## src/rtl/hazard_controller_pkg.sv

```systemverilog
// Shared pipeline definitions: hazard FSM encoding and counter reset values.
package hazard_controller_pkg;

  typedef enum logic [1:0] {
    RUN          = 2'd0,
    LOAD_STALL   = 2'd1,
    BRANCH_FLUSH = 2'd2,
    MEM_WAIT     = 2'd3
  } hz_state_e;

  localparam int                   STALL_CNT_W   = 16;
  localparam logic [STALL_CNT_W-1:0] STALL_CNT_RST = '0;
  localparam logic [STALL_CNT_W-1:0] STALL_CNT_MAX = '1;

  // Saturating increment: a performance counter that wraps would lie.
  function automatic logic [STALL_CNT_W-1:0] sat_inc(input logic [STALL_CNT_W-1:0] v);
    return (v == STALL_CNT_MAX) ? v : v + 1'b1;
  endfunction

endpackage

```

## src/rtl/hazard_controller_hazard_detect.sv

```systemverilog
// Load-use comparator: Decode sources against a pending load destination.
// Kept standalone so the forwarding unit can reuse the same compare.
module hazard_detect #(
  parameter int reg_addr_width = 5
) (
  input  logic                      ex_mem_read,
  input  logic [reg_addr_width-1:0] ex_rd,
  input  logic [reg_addr_width-1:0] id_rs1,
  input  logic [reg_addr_width-1:0] id_rs2,
  output logic                      load_use
);

  // x0 is hardwired zero, so a load targeting it never creates a dependency.
  assign load_use = ex_mem_read && (ex_rd != '0) &&
                    ((ex_rd == id_rs1) || (ex_rd == id_rs2));

endmodule

```

## src/rtl/hazard_controller.sv

```systemverilog
// Pipeline hazard controller: load-use stall, taken-branch flush, memory-wait
// freeze with timeout, plus a saturating stall-cycle counter.
module hazard_controller
  import hazard_controller_pkg::*;
#(
  parameter int reg_addr_width = 5,
  parameter int timeout_cycles = 255
) (
  input  logic                      clk,
  input  logic                      reset,
  input  logic [reg_addr_width-1:0] id_rs1,
  input  logic [reg_addr_width-1:0] id_rs2,
  input  logic [reg_addr_width-1:0] ex_rd,
  input  logic                      ex_mem_read,
  input  logic                      branch_taken,
  input  logic                      mem_req,
  input  logic                      mem_ready,
  output logic                      stall_if,
  output logic                      stall_id,
  output logic                      flush_if,
  output logic                      flush_id,
  output logic                      flush_ex,
  output logic                      freeze_all,
  output logic [1:0]                state,
  output logic                      mem_timeout,
  output logic [15:0]               stall_count
);

  localparam int              WCW      = (timeout_cycles < 2) ? 1 : $clog2(timeout_cycles + 1);
  localparam logic [WCW-1:0]  WAIT_MAX = WCW'(timeout_cycles);

  hz_state_e      st, nst;
  logic [WCW-1:0] wait_cnt;
  logic           load_use, mem_wait, timeout_hit;

  hazard_detect #(.reg_addr_width(reg_addr_width)) u_detect (
    .ex_mem_read (ex_mem_read),
    .ex_rd       (ex_rd),
    .id_rs1      (id_rs1),
    .id_rs2      (id_rs2),
    .load_use    (load_use)
  );

  assign mem_wait    = mem_req & ~mem_ready;
  // The wait has run its budget: force an exit instead of freezing again.
  assign timeout_hit = mem_wait & (wait_cnt == WAIT_MAX);
  assign state       = st;

  // State register; reset abandons any in-flight wait or flush.
  always_ff @(posedge clk or posedge reset) begin
    if (reset) st <= RUN;
    else       st <= nst;
  end

  // Next state: mem_wait beats branch beats load_use; BRANCH_FLUSH is wrong-path.
  always_comb begin
    nst = RUN;
    if (mem_wait)                nst = timeout_hit ? RUN : MEM_WAIT;
    else if (st == BRANCH_FLUSH) nst = RUN;
    else if (branch_taken)       nst = BRANCH_FLUSH;
    else if (load_use)           nst = LOAD_STALL;
  end

  // Same-cycle control outputs, held low while reset is asserted.
  always_comb begin
    stall_if   = 1'b0;
    stall_id   = 1'b0;
    flush_if   = 1'b0;
    flush_id   = 1'b0;
    flush_ex   = 1'b0;
    freeze_all = 1'b0;
    if (!reset) begin
      if (mem_wait) begin
        if (!timeout_hit) begin
          stall_if   = 1'b1;
          stall_id   = 1'b1;
          freeze_all = 1'b1;
        end
      end else if (st != BRANCH_FLUSH) begin
        if (branch_taken) begin
          flush_if = 1'b1;
          flush_id = 1'b1;
          flush_ex = 1'b1;
        end else if (load_use) begin
          // Hold fetch/decode and push a bubble into ID/EX.
          stall_if = 1'b1;
          flush_id = 1'b1;
        end
      end
    end
  end

  // Wait counter, sticky timeout flag and saturating stall counter.
  always_ff @(posedge clk or posedge reset) begin
    if (reset) begin
      wait_cnt    <= '0;
      mem_timeout <= 1'b0;
      stall_count <= STALL_CNT_RST;
    end else begin
      wait_cnt <= (mem_wait && !timeout_hit) ? wait_cnt + 1'b1 : '0;
      if (timeout_hit) mem_timeout <= 1'b1;
      if (stall_if)    stall_count <= sat_inc(stall_count);
    end
  end

endmodule

```

## config.mk

```make
export PLATFORM = sky130hd
export DESIGN_NAME = hazard_controller
export DESIGN_NICKNAME = d
export VERILOG_FILES = /design/src/rtl/hazard_controller_pkg.sv /design/src/rtl/hazard_controller_hazard_detect.sv /design/src/rtl/hazard_controller.sv
export SDC_FILE = /design/constraint.sdc
export NUM_CORES = 1
export LEC_CHECK = 0
export CORE_ASPECT_RATIO = 1.2
export CORE_MARGIN = 5
export CORE_UTILIZATION = 50
export CTS_BUF_LIST = sky130_fd_sc_hd__clkbuf_2 sky130_fd_sc_hd__clkbuf_4 sky130_fd_sc_hd__clkbuf_8
export DETAILED_ROUTE_END_ITERATION = 16
export PLACE_DENSITY = 0.84
export SETUP_SLACK_MARGIN = 0.15
export SLEW_MARGIN = 20
export SYNTH_ARGS = -nofsm -noshare
export SYNTH_HDL_FRONTEND = slang
export SYNTH_SLANG_ARGS = --single-unit
```

## constraint.sdc

```tcl
create_clock -name clk -period 4.6 [get_ports clk]
set_input_delay 0.69 -clock clk [delete_from_list [all_inputs] [get_ports clk]]
set_output_delay 0.69 -clock clk [all_outputs]
set_load 0.1 [all_outputs]
```

Word level (Yosys, flattened, before mapping) --
Index checks and enable logic that the tools add are counted.
Cells by class: add/sub/neg operators 2, eq/ne operators 6, muxes and demuxes 22, bitwise gates (word level) 4, reductions and logical operators 7
Operators with widths (count):
- $mux 1 | 17
- $add 16x1->16 const B | 1
- $eq 16x16->1 const B | 1
- $eq 5x5->1 | 2
- $add 8x1->8 const B | 1
- $eq 8x8->1 const B | 1
- $mux 2 | 4
- $mux 8 | 1
- $reduce_bool 5->1 | 1
- $logic_and 1x1->1 | 3
- $and 1x1->1 | 2
- $eq 2x2->1 const B | 1
- $ne 2x2->1 const B | 1
- $not 1->1 | 2
- $reduce_and 2->1 | 1
- $logic_not 1->1 | 1
- $logic_or 1x1->1 | 1
Storage, ports and cells: register bits 27, bits of input ports 21, output and inout bits 25, word-level logic and storage cells 45

Longest topological paths before layout --
Gate-level depths: netlist of run 1.
depth in word-level cells 9, depth in mapped cells 9, gate-level depth less buffers 7

By module --
A second synthesis of run 1 with hierarchy kept.
Second synthesis, totals: cell total of the unflattened synthesis 143, area, all modules 1462.7 um^2
By module, submodules not included:
- hazard_controller | times used 1, cells each 126, area an instance 1337.5 um^2, seq. area each 675.6 um^2
- hazard_detect | times used 1, cells each 17, area an instance 125.1 um^2, seq. area each 0.0 um^2

Worst setup path before layout of run 1 --
No wires, ideal clock.
path kind register to output, start register st[0] (netlist: state[0]), end output flush_if, arrival time 3.738 ns, data required time 3.910 ns, slack 0.172 ns, stages on the path, launching flop included 4, path buffers 1, cell sequence dfrtp_1 -> o21ai_2 -> nor3_1 -> buf_4
Between the ends: cells in the longest elaborated chain, start to end 4
Ends and longest elaborated chain:
- start: declaration | line hazard_controller.sv:32 | hz_state_e st, nst;
- start signal: assignment | line hazard_controller.sv:52 | else st <= nst;
- $ne 2x2->1 | line hazard_controller.sv:79 | end else if (st != BRANCH_FLUSH) begin
- $mux 1 (3 in a row)
- end: declaration | line hazard_controller.sv:20 | output logic flush_if,
No other way between the ends.

Final worst setup path of run 1 --
start input ex_rd[0], end output stall_if
Between the ends: cells in the longest elaborated chain, start to end 8, elaborated cells on any way between the ends 11, classes of those cells eq/ne (2); mux (5); reduce/logical (4)
Ends and longest elaborated chain:
- start: declaration | line hazard_controller.sv:13 | input logic [reg_addr_width-1:0] ex_rd,
- $eq 5x5->1 or $reduce_bool 5->1 (tied branches) | line hazard_controller_hazard_detect.sv:15, hazard_controller_hazard_detect.sv:14
- $logic_or 1x1->1 or $logic_and 1x1->1 (tied branches) | line hazard_controller_hazard_detect.sv:15, hazard_controller_hazard_detect.sv:14
- $logic_and 1x1->1 * | line hazard_controller_hazard_detect.sv:14 | assign load_use = ex_mem_read && (ex_rd != '0) &&
- $mux 1 * | line hazard_controller.sv:84 | end else if (load_use) begin
- $mux 1 * | line hazard_controller.sv:80 | if (branch_taken) begin
- $mux 1 * | line hazard_controller.sv:79
- $mux 1 * | line hazard_controller.sv:73 | if (mem_wait) begin
- $mux 1 * | line hazard_controller.sv:72 | if (!reset) begin
- end: declaration | line hazard_controller.sv:18 | output logic stall_if,
Every way passes the cells marked *; elsewhere a longest branch is shown, timed or not.

==> metrics.yaml, run 1 <==
status: "completed"
worst_pin_slew_ps: 979
finalWirelength_um: 3260
rsz0062_at_grt: "false"
ctsHtreeMaxLevel: 1
layout_common_cells: "clkdlybuf4s50_1 (39), xor2_1 (27), dfrtp_1 (27)"
cp_top_family: "buffers and inverters"
rr_endpoint: "stall_count[1]$_DFFE_PP0P_"
first_pass_iters: 2
hold_start: "wait_cnt[0]$_DFF_PP0_"
dp_hpwl_um: 2590
nFillCells: 251
antenna_cells: 0
hold_depth: 1
max_freq_mhz: 297
r2r_cells: 6
num_io_pins: 46
arrival_ps: 2680
crit_chain: "clkdlybuf4s50_1 > or4_1 > o21ai_1 > or4_1 > o22a_4 > inv_1 > buf_4"
ys_seq_area_share_pct: 44.0
area_growth_pct: 30.2
critPathRequiredTime_ps: 3910
cts_post_setup_buffers_inserted: 0
hold_violations: 0
startpoint_type: "input pin"
holdBufCountCts: 0
ys_warn_count: 0
final.setup.tns_ps: 0
ys_async_sr_fraction_pct: 100
place_congestion: 0.737
end_kind: "output pin"
crit_top_cell: "or4_1"
p_per_area_nw_per_um2: 381
crit_path_start: "ex_rd[0]"
finalMaxSlewViolations: 0
grt_max_degree: 28
grt-ovfl-total: 0
track_usage_pct: 16.2
syn-num-nets: 166
io_buffers: 45
clk_path_buf_depth: 2
ff_latch_area_um2: 676
fin_nets: 210
floorplan.initialDensity_pct: 51.2
clkSinkCount: 27
drive_gt1_share_pct: 15.6
fin_total_pwr_uw: 760
cp_slowest_cell: "or4_1"
cts_made_buffers: 3
setup_violations: 0
worst_hold_path.endpoint: "wait_cnt[0]$_DFF_PP0_"
synth_area_um2: 1540
drt-initial-drc-count: 26
die_h_um: 70.7
maxSlewHeadroom_pct: 34.5
grt_pass1_vias: 1266
peakVddDrop_mv: 0.481
post_drt_wl_per_cell_um: 14.7
root_buffer: "clkbuf_4"
cts_tree: "yes"
placementRows: 22
final_common_cell: "clkdlybuf4s50_1"
die_area_um2: 4280
critPathMaxStageDelay_ps: 550
worstSetupPathType: "input pin to output pin"
path_max_fanout: 16
cts_resized: 0
cap_violations: 0
multiInputGateArea_um2: 793
rr_startpoint: "stall_count[0]$_DFFE_PP0P_"
drc: 0
crit_buf_inv: 3
num_vias: 1170
syn_area_per_cell_um2: 10.7
synth_seq_cells: 27
die_w_um: 60.6
fin_worst_skew_ps: 1.37
clk_latency_ps: 330
yosysUniqueCellTypes: 35
worstHoldPathType: "flop to flop"
min_period_ps: 3370
syn_inst: 143
grt_first_pass_wirelength_um: 5470
fp.coreArea_um2: 3000
synth_flop_cell: "dfrtp_1"
ant_nets: 0
synth_edf_count: 0
leakagePower_uw: 0.000889
rrSetupSlack_ps: 2130
period_share_pct: 73.2
grt_antenna_before_repair: 0
vias_per_cell: 5.27
clk_pin_slew_ps: 150
[worst max-delay path by stage]
stage / cells after the start / slack (ps) / endpoint
floorplan: 3 / 170 / flush_if
global placement: 7 / 1270 / stall_if
detailed placement: 7 / 1240 / stall_if
CTS: 7 / 1230 / stall_if
global route: 7 / 1130 / stall_if
finish: 7 / 1230 / stall_if
[power by group]
group	internal (uW)	switching, uW
logic	90.1	265
clock network	33.3	73.2
registers	264	34.9
total	387	373
[stage by stage]
stage                     std cells  setup slack, ps  hold slack (ps)  utilization [%]  instance area [um^2]
after CTS                       222             1230              496             66.6                  2000
after global placement          218             1270              462             65.6                  1970
after global routing            222             1130              512             66.6                  2000
after floorplan                 143              172              455                -                  1540
after detailed placement        218             1240              465             65.6                  1970
final                           222             1230              494             66.6                  2000
[routing by layer]
metal | wire length [um] | GRT usage (%) | up-vias
met4 | 29 | 4.34 | 0
li1 | - | - | 572
met3 | 164 | 2.37 | 2
met2 | 1810 | 30.0 | 24
met1 | 1260 | 18.7 | 572
met5 | 0 | 0 | -
[kinds of logic (layout without fill, tap and decap cells)]
family          count (synthesis)  in the layout  synth area share, %
fa+ha+maj                       2              2                 1.63
flops                          27             27                 44.0
xor+xnor                       30             30                 17.1
mux                             2              2                 1.47
buf+inv                        11             54                 4.32
simple gates                   63             63                 27.0
compound gates                  8              8                 4.48
[flip-flops by register name, summed over array words and instances, names as in the netlist]
register     cells
mem_timeout      1
stall_count     16
state            2
wait_cnt         8
[cell usage after synthesis (2+ instances only)]
| cell type | n | area share (%) |
|---|---|---|
| dfrtp_1 | 27 | 44 |
| xor2_1 | 27 | 15 |
| nor2_1 | 18 | 4.4 |
| nand3_1 | 10 | 3.3 |
| nand2_1 | 8 | 2.0 |
| nor3_2 | 7 | 4.6 |
| inv_1 | 5 | 1.2 |
| nor3_1 | 4 | 1.3 |
| xnor2_1 | 3 | 1.7 |
| and3_1 | 2 | 0.81 |
| buf_2 | 2 | 0.65 |
| buf_4 | 2 | 0.98 |
| buf_6 | 2 | 1.5 |
| ha_1 | 2 | 1.6 |
| nor4_1 | 2 | 0.81 |
| nor4b_2 | 2 | 2.0 |
| or4_1 | 2 | 0.98 |
[layout make-up]
| cell class | instances | share of cell area [%] |
|---|---|---|
| tap | 36 | 2.25 |
| multi-input combinational | 105 | 39.7 |
| inverter | 5 | 0.939 |
| timing repair buffer | 45 | 21.8 |
| sequential | 27 | 33.8 |
| clock buffer | 3 | 1.13 |
| clock inverter | 1 | 0.376 |
Power figures use the tool's default switching activity.
==> inputs of run 2 (changes only) <==
- CORE_UTILIZATION: 50 -> 48
- PLACE_DENSITY: 0.84 -> 0.81
- clock period: 4.6 -> 3.43 ns (I/O delays scaled with it)
==> metrics.yaml, run 2 (synthesized netlist as in run 1, its figures left out) <==
area_growth_pct: 33.1
switchingPower_uw: 497  # +33%
intPower_uw: 523  # +35%
finalWirelength_um: 3220  # -1.4%
status: "completed"
grt_antenna_before_repair: 0  # unchanged
rr_endpoint: "stall_count[1]$_DFFE_PP0P_"
setup_violations: 0  # unchanged
maxSlewHeadroom_pct: 34.7  # +0.21 points
hold_start: "mem_timeout$_DFFE_PP0P_"
crit_top_cell: "or4_1"
worst_pin_slew_ps: 976  # -3.08 ps
arrival_ps: 2530  # -150 ps
cap_violations: 0  # unchanged
cts_tree: "yes"
drive_gt1_share_pct: 17.1  # +1.5 points
grt-ovfl-total: 0  # unchanged
grt_pass1_vias: 1250  # -1.3%
num_io_pins: 46  # unchanged
rsz0062_at_grt: "false"
final_common_cell: "clkdlybuf4s50_1"
hold_depth: 1  # unchanged
fin_worst_skew_ps: 8.17  # +6.79 ps
p_per_area_nw_per_um2: 499  # +31%
crit_buf_inv: 3  # unchanged
critPathMaxStageDelay_ps: 550  # about the same
final.setup.tns_ps: 0  # unchanged
cp_top_family: "buffers and inverters"
busiest_layer: "met2"
num_vias: 1155  # -1.3%
seq_power_share_pct: 39.3  # about the same
min_period_ps: 3050
place_congestion: 0.723  # -1.9%
multiInputGateArea_um2: 806  # +1.6%
io_buffers: 45  # unchanged
startpoint_type: "input pin"
largest_register_ffs: 16  # unchanged
cp_slowest_cell: "or4_1"
clk_latency_ps: 320  # about the same
fin_nets: 211  # +0.48%
worstSetupPathType: "input pin to output pin"
pwr-share-clk_pct: 13.6  # -0.4 points
fp.coreArea_um2: 3080  # +2.8%
worstHoldPathType: "flop to flop"
ant_nets: 0  # unchanged
drt-initial-drc-count: 16  # -38%
path_max_fanout: 16  # unchanged
die_w_um: 61.6  # +1.7%
grt_util_met1_pct: 18.2  # -0.56 points
max_freq_mhz: 328
placed_cells: 219  # +0.46%
die_area_um2: 4430  # +3.5%
critPathRequiredTime_ps: 2920  # -990 ps
peakVddDrop_mv: 0.672  # +40%
end_kind: "output pin"
holdBufCountCts: 0  # unchanged
rr_startpoint: "stall_count[0]$_DFFE_PP0P_"
cts_post_setup_buffers_inserted: 0  # unchanged
swShare_pct: 48.7  # -0.32 points
leakagePower_uw: 0.000899  # +1.2%
worst_hold_path.endpoint: "mem_timeout$_DFFE_PP0P_"
antenna_cells: 0  # unchanged
ff_latch_area_um2: 676  # unchanged
clkSinkCount: 27  # unchanged
vias_per_cell: 5.18  # -1.7%
crit_chain: "clkdlybuf4s50_1 > or4_1 > o21ai_1 > or4_1 > o22a_4 > inv_1 > buf_12"
layout_common_cells: "clkdlybuf4s50_1 (39), xor2_1 (27), dfrtp_1 (27)"
nFillCells: 257  # +2.4%
cts_made_buffers: 3  # unchanged
ctsHtreeMaxLevel: 1  # unchanged
cts_resized: 0  # unchanged
r2r_cells: 7  # +1
clk_path_buf_depth: 2  # unchanged
comb_power_share_pct: 47.1  # +0.4 points
placementRows: 22  # unchanged
groute.layer.met2.usage_pct: 29.1  # -0.86 points
grt_first_pass_wirelength_um: 5380  # -1.8%
track_usage_pct: 15.5  # -0.71 points
dp_hpwl_um: 2550  # -1.5%
post_drt_wl_per_cell_um: 14.4  # -1.8%
finalMaxSlewViolations: 0  # unchanged
floorplan.initialDensity_pct: 49.8  # -1.4 points
final_cells: 223  # +0.45%
clk_pin_slew_ps: 150  # about the same
period_share_pct: 88.9
root_buffer: "clkbuf_4"
first_pass_iters: 3  # +1
largest-register: "stall_count"
met3_usage_pct: 2.31  # -0.059 points
die_h_um: 72.0  # +1.8%
drc: 0  # unchanged
hold_violations: 0  # unchanged
rrSetupSlack_ps: 1050  # -1080 ps
grt_max_degree: 28  # unchanged
[run 2: cell types whose count changed in the layout (fill, tap and decap cells not counted)]
cell and delta:
nor3_2 +2, nor2_1 -1, nor2_2 +1, buf_4 -1
inv_2 -1, clkinv_1 +1, nor3_1 -2, buf_12 +2
[run 2: worst max-delay path by stage]
stage / end / from / slack [ps] / cells past startpoint
floorplan: flush_if / state[0]$_DFF_PP0_ / 120 / 3
global placement: stall_if / ex_rd[0] / 470 / 7
finish: stall_if / ex_rd[0] / 380 / 7
detailed placement: stall_if / ex_rd[0] / 390 / 7
global route: stall_if / ex_rd[0] / 260 / 7
CTS: stall_if / ex_rd[0] / 380 / 7
[run 2: layer usage]
metal  up-vias  wire length [um]  share of wire [%]
met3         0               126                3.9
met2        23              1800                 56
met5         -                 0                  0
met4         0                 0                  0
met1       562              1290                 40
li1        570                 -                  -
[run 2: layout make-up]
cell class	count	area share, %
sequential	27	33.1
timing repair buffer	46	22.9
tap	36	2.20
clock buffer	3	1.10
inverter	5	0.919
multi-input combinational	105	39.4
clock inverter	1	0.367
[run 2: worst register-to-register path, stage by stage, from the launching register on]
cell     delay (ps)
dfrtp_1         450
ha_1            200
nand3_1         190
nor2_1          330
and3_1          490
buf_4           260
nor2_1           90
mux2_2          280
[run 2: per-stage QoR]
step | hold WS [ps] | utilization (%) | setup WS, ps | power (uW) | cell area [um^2]
after floorplan | 455 | - | 123 | 757 | 1550
after global placement | 462 | 65.3 | 467 | 882 | 2010
after detailed placement | 461 | 65.3 | 386 | 887 | 2010
after CTS | 499 | 66.3 | 383 | 1030 | 2040
after global routing | 529 | 66.3 | 265 | 1070 | 2040
final | 493 | 66.3 | 381 | 1020 | 2040
[run 2: power by group through the flow]
stage	Sequential (uW)	Clock (uW)	Combinational, uW
after floorplan	654	0	103
after global placement	404	0	478
after detailed placement	405	0	482
after CTS	401	145	483
after global routing	409	159	498
final	401	138	480
